<file path="src/rtl/uart_tx_fifo.sv">
// Byte FIFO feeding a UART transmitter: buffers host writes and replays them
// one at a time over the UART din/send/done handshake.
module uart_tx_fifo #(
  parameter int AW = 4
) (
  input  logic          clk,
  input  logic          reset,
  input  logic [0:7]    wdata,
  input  logic          wr,
  input  logic          clr_ovf,
  output logic          full,
  output logic          empty,
  output logic [AW:0]   level,
  output logic          overflow,
  output logic          idle,
  output logic [0:7]    tx_din,
  output logic          tx_send,
  input  logic          tx_done
);

  localparam int DEPTH = 1 << AW;
  localparam logic [AW:0] FULL_LEVEL = (AW + 1)'(DEPTH);

  typedef enum logic [1:0] {
    ST_IDLE = 2'd0,
    ST_SEND = 2'd1,
    ST_GAP  = 2'd2
  } state_t;

  state_t          state_r;
  logic [0:7]      mem_r [DEPTH];
  logic [AW-1:0]   wptr_r;
  logic [AW-1:0]   rptr_r;
  logic            wr_ok_s;
  logic            drop_s;
  logic            pop_s;

  // Status flags come from the level counter only, never from pointer compares.
  assign full  = (level == FULL_LEVEL);
  assign empty = (level == (AW + 1)'(0));
  assign idle  = (state_r == ST_IDLE) & empty;

  // Per-cycle write/pop decisions.
  always_comb begin
    wr_ok_s = wr & ~full;
    drop_s  = wr & full;
    pop_s   = (state_r == ST_IDLE) & ~empty;
  end

  // Storage array write port.
  always_ff @(posedge clk) begin
    if (reset && wr_ok_s) begin
      mem_r[wptr_r] <= wdata;
    end
  end

  // Pointers, level, overflow flag and the send/gap sequencer.
  always_ff @(posedge clk) begin
    if (!reset) begin
      state_r  <= ST_IDLE;
      wptr_r   <= '0;
      rptr_r   <= '0;
      level    <= '0;
      overflow <= 1'b0;
      tx_din   <= 8'h00;
      tx_send  <= 1'b0;
    end else begin
      if (wr_ok_s) begin
        wptr_r <= wptr_r + AW'(1);
      end

      case ({wr_ok_s, pop_s})
        2'b10:   level <= level + (AW + 1)'(1);
        2'b01:   level <= level - (AW + 1)'(1);
        default: level <= level;
      endcase

      // A dropped write beats a simultaneous clear.
      if (drop_s) begin
        overflow <= 1'b1;
      end else if (clr_ovf) begin
        overflow <= 1'b0;
      end

      case (state_r)
        ST_IDLE: begin
          if (pop_s) begin
            tx_din  <= mem_r[rptr_r];
            rptr_r  <= rptr_r + AW'(1);
            tx_send <= 1'b1;
            state_r <= ST_SEND;
          end
        end
        ST_SEND: begin
          if (tx_done) begin
            tx_send <= 1'b0;
            state_r <= ST_GAP;
          end
        end
        ST_GAP: begin
          tx_send <= 1'b0;
          state_r <= ST_IDLE;
        end
        default: begin
          tx_send <= 1'b0;
          state_r <= ST_IDLE;
        end
      endcase
    end
  end

endmodule

</file>
<file path="config.mk">
export PLATFORM = sky130hd
export DESIGN_NAME = uart_tx_fifo
export DESIGN_NICKNAME = d
export VERILOG_FILES = /design/src/rtl/uart_tx_fifo.sv
export SDC_FILE = /design/constraint.sdc
export NUM_CORES = 1
export LEC_CHECK = 0
export CELL_PAD_IN_SITES_DETAIL_PLACEMENT = 1
export CELL_PAD_IN_SITES_GLOBAL_PLACEMENT = 2
export CORE_ASPECT_RATIO = 1.5
export CORE_MARGIN = 4
export CORE_UTILIZATION = 45
export DETAILED_ROUTE_END_ITERATION = 6
export MAX_ROUTING_LAYER = met4
export PLACE_DENSITY_LB_ADDON = 0.1
export SLEW_MARGIN = 20
export SYNTH_ARGS = -nofsm -noshare
export SYNTH_HDL_FRONTEND = slang
export SYNTH_SLANG_ARGS = --single-unit
</file>
<file path="constraint.sdc">
create_clock -name clk -period 9.8 [get_ports clk]
set_clock_uncertainty 0.15 [all_clocks]
set_input_delay 1.47 -clock clk [delete_from_list [all_inputs] [get_ports clk]]
set_output_delay 1.47 -clock clk [all_outputs]
set_load 0.02 [all_outputs]
</file>
==> results.py <==
metrics = {
    "status": {
        "outcome": "finished, final reports clean",
    },
    "timing": {
        "clock.fmax_ghz": 0.224,
        "hold_viol_final": 0,
        "period_share_pct": 45.6,
        "grt_setup_unrepaired": "false",
        "final.setup.tns_ns": 0,
        "fin_crit_ns": 4.47,
        "setup_viol": 0,
        "max-slew-margin-rel_pct": 31.8,
        "drv_slew": 0,
        "tightest_slew_ns": 1.02,
    },
    "layout": {
        "fin_cells": 566,
        "num-fill-cells": 1217,
        "final_nets": 414,
        "area_growth_pct": 16.3,
        "n_antenna_cell": 0,
        "drive_above_1_share_pct": 17.7,
    },
    "clocking": {
        "clockBufferDepth": 2,
        "worstSkewPairLatency_ns": 0.41,
        "cts_hold_buf": 0,
        "cts_sinks": 152,
        "cts-root-buf": "clkbuf_16",
        "clk_pin_slew_ns": 0.06,
        "cts_buffers": 17,
        "postCtsSetupBuffers": 0,
        "cts_tree": "done",
        "htreeDepth": 4,
        "ctsResizeCount": 0,
    },
    "power": {
        "p_total_uw": 1850,
        "leakage_uw": 0.00231,
        "power-per-cell-area_mw_per_mm2": 260,
        "ir_drop_v": 0.000115,
    },
    "critical_path": {
        "cp-start-kind": "input pin",
        "crit_type": "input pin to flip-flop",
        "worstSetupEndpointType": "flip-flop",
        "reg2reg_depth": 9,
        "required_ns": 9.95,
        "crit_slowest_cell": "a21boi_1",
        "slowest_delay_ns": 0.77,
        "timing.rr.end": "level[4]$_SDFFE_PN0P_",
        "crit_arrival_ns": 4.62,
        "crit_top_cell": "ha_1",
        "worstPathMaxFanout": 13,
        "r2r_setup_slack_ns": 6.16,
        "reg2reg_from": "level[1]$_SDFFE_PN0P_",
        "path_cells": "clkdlybuf4s50_1 > a21boi_1 > inv_1 > ha_1 > xor2_1 > ha_1 > or2_2 > a311oi_1 > o221ai_1 > mux2i_1",
    },
    "yosys": {
        "yosysMostFrequentCell": "edfxtp_1",
        "synth_area_leaders": "edfxtp_1 63%, mux4_2 12%, dfxtp_1 7.8%",
        "netlist_instances": 360,
        "syn_avg_cell_area_um2": 17.0,
        "yosys.cell_types.count": 40,
        "synth.top_cells.by_count": "128 x edfxtp_1, 32 x mux4_2, 26 x nor2_1",
        "syn-num-nets": 380,
        "synthArstFlopShare_pct": 0,
        "synth_edf_count": 128,
        "synth_top_area_share_pct": 62.8,
        "synth_area_mm2": 0.00612,
        "synth_warnings": 0,
        "ys_seq_area_share_pct": 70.6,
        "post-synth-top-area-cell": "edfxtp_1",
        "yosys_register_bits": 152,
        "yosys_most_used_dff": "edfxtp_1",
    },
    "route": {
        "dr_total_vias": 3219,
        "vias_per_cell": 5.69,
        "wire_per_inst_um": 23.3,
        "wl_um": 13200,
        "first_iter_violations": 155,
        "drcViolationCount": 0,
        "ant_nets": 0,
        "firstDrtPassIters": 4,
    },
    "global_route": {
        "grt_max_degree": 36,
        "first_global_vias": 3380,
        "antenna_found_initial": 0,
        "grt_pass1_wl_um": 20300,
        "grt_usage_pct": 19.0,
        "overflow": 0,
    },
    "floorplan": {
        "fp.coreArea_mm2": 0.0131,
        "start_util_pct": 46.6,
        "fp.dieArea_mm2": 0.0156,
        "io_pins": 31,
        "die_y_um": 151,
        "rows": 51,
        "fp.dieW_um": 103,
    },
    "placed_design": {
        "place_inst": 534,
        "port_buffers": 30,
        "gp_congestion": 0.756,
        "hpwl_um": 8460,
    },
    "min_path": {
        "whs_path_depth": 2,
        "worstHoldPathType": "flip-flop to flip-flop",
        "hold_start": "tx_din[5]$_SDFFE_PN0P_",
        "hold_end": "tx_din[5]$_SDFFE_PN0P_",
    },
    "job": {
        "drv_cap": 0,
    },
}
layout by cell type (no fill, tap or decap), types with 2 or more instances in the layout:
cell | synthesis | layout
a21oi_1 | 3 | 3
a22o_1 | 16 | 16
and2_1 | 8 | 8
buf_4 | 1 | 7
clkbuf_1 | 14 | 2
clkbuf_16 | 0 | 17
clkdlybuf4s50_1 | 0 | 30
clkinv_1 | 0 | 2
clkinv_2 | 0 | 2
clkinv_4 | 0 | 3
dfxtp_1 | 24 | 23
edfxtp_1 | 128 | 128
ha_1 | 7 | 7
inv_1 | 6 | 6
inv_6 | 0 | 4
mux2i_1 | 5 | 5
mux4_2 | 32 | 32
nand2_1 | 18 | 18
nand2b_1 | 5 | 5
nand3_1 | 5 | 5
nand4_1 | 2 | 2
nor2_1 | 26 | 26
nor2b_1 | 11 | 11
nor3_1 | 8 | 8
o22ai_1 | 8 | 8
xnor2_1 | 4 | 4
xor2_1 | 5 | 5
sequential cells by signal (all words and copies together), names as in the netlist:
name and cells:
overflow 1, level 5, mem_r 128, wptr_r 4, state_r 2, rptr_r 4, tx_din 8
worst max-delay path, delay by kind of cell:
family          cells  cell delay (ns)
mux                 1             0.15
compound gates      3             1.26
xor+xnor            1             0.19
fa+ha+maj           2             0.60
buf+inv             2             0.64
simple gates        1             0.30
metal layers:
metal | global-route usage, % | share of wire [%] | wire length [µm] | vias to the layer above
met5 | - | 0 | 0 | -
met4 | 6.16 | 1.7 | 223 | 0
met3 | 4.24 | 3.2 | 426 | 14
met2 | 31.4 | 53 | 7010 | 63
met1 | 23.2 | 42 | 5520 | 1669
li1 | - | - | - | 1473
worst max path at each step:
stage          from                     to  slack (ns)  cells after the start
3_3_place_gp     wr  level[4]$_SDFFE_PN0P_        4.97                     10
4_1_cts          wr  level[4]$_SDFFE_PN0P_        5.33                     10
2_1_floorplan    wr  level[4]$_SDFFE_PN0P_        5.87                     11
6_report         wr  level[4]$_SDFFE_PN0P_        5.33                     10
3_5_place_dp     wr  level[4]$_SDFFE_PN0P_        4.88                     10
5_1_grt          wr  level[4]$_SDFFE_PN0P_        5.09                     10
kinds of logic (layout without fill, tap and decap cells):
| group | count (synthesis) | count (layout) | synth area share (%) |
|---|---|---|---|
| DFF | 152 | 152 | 70.6 |
| and+or+nand+nor | 89 | 89 | 7.36 |
| AOI/OAI and AO/OA | 38 | 38 | 4.80 |
| muxes | 37 | 37 | 12.6 |
| buffers and inverters | 28 | 75 | 1.88 |
| xor gates and xnor gates | 9 | 9 | 1.29 |
| adders and majority gates | 7 | 7 | 1.43 |
area by class of cell:
type,count,area (µm²),area share (%)
tap,159,199,2.80
clock inverter,13,97.6,1.37
sequential,152,4330,60.8
inverter,6,22.5,0.316
timing repair buffer,37,353,4.96
clock buffer,19,433,6.08
multi-input combinational,180,1690,23.7
report_power, final:
group | switching [µW] | internal [µW] | leakage (µW) | total, µW
clock | 263 | 327 | 0.000259 | 590
sequential | 33.2 | 734 | 0.00135 | 767
combinational | 260 | 229 | 0.000704 | 490
total | 557 | 1290 | 0.00231 | 1850
per-stage QoR:
step                setup slack, ns  area, µm²  util (%)  hold WS [ns]
detailed placement             4.88       6590      50.1         0.314
floorplan                      5.87       6120         -         0.395
global route                   5.09       7120      54.1         0.346
CTS                            5.33       7120      54.1         0.326
global placement               4.97       6590      50.1         0.314
finish                         5.33       7120      54.1         0.321
No activity file was read; power rests on OpenSTA's default activity.
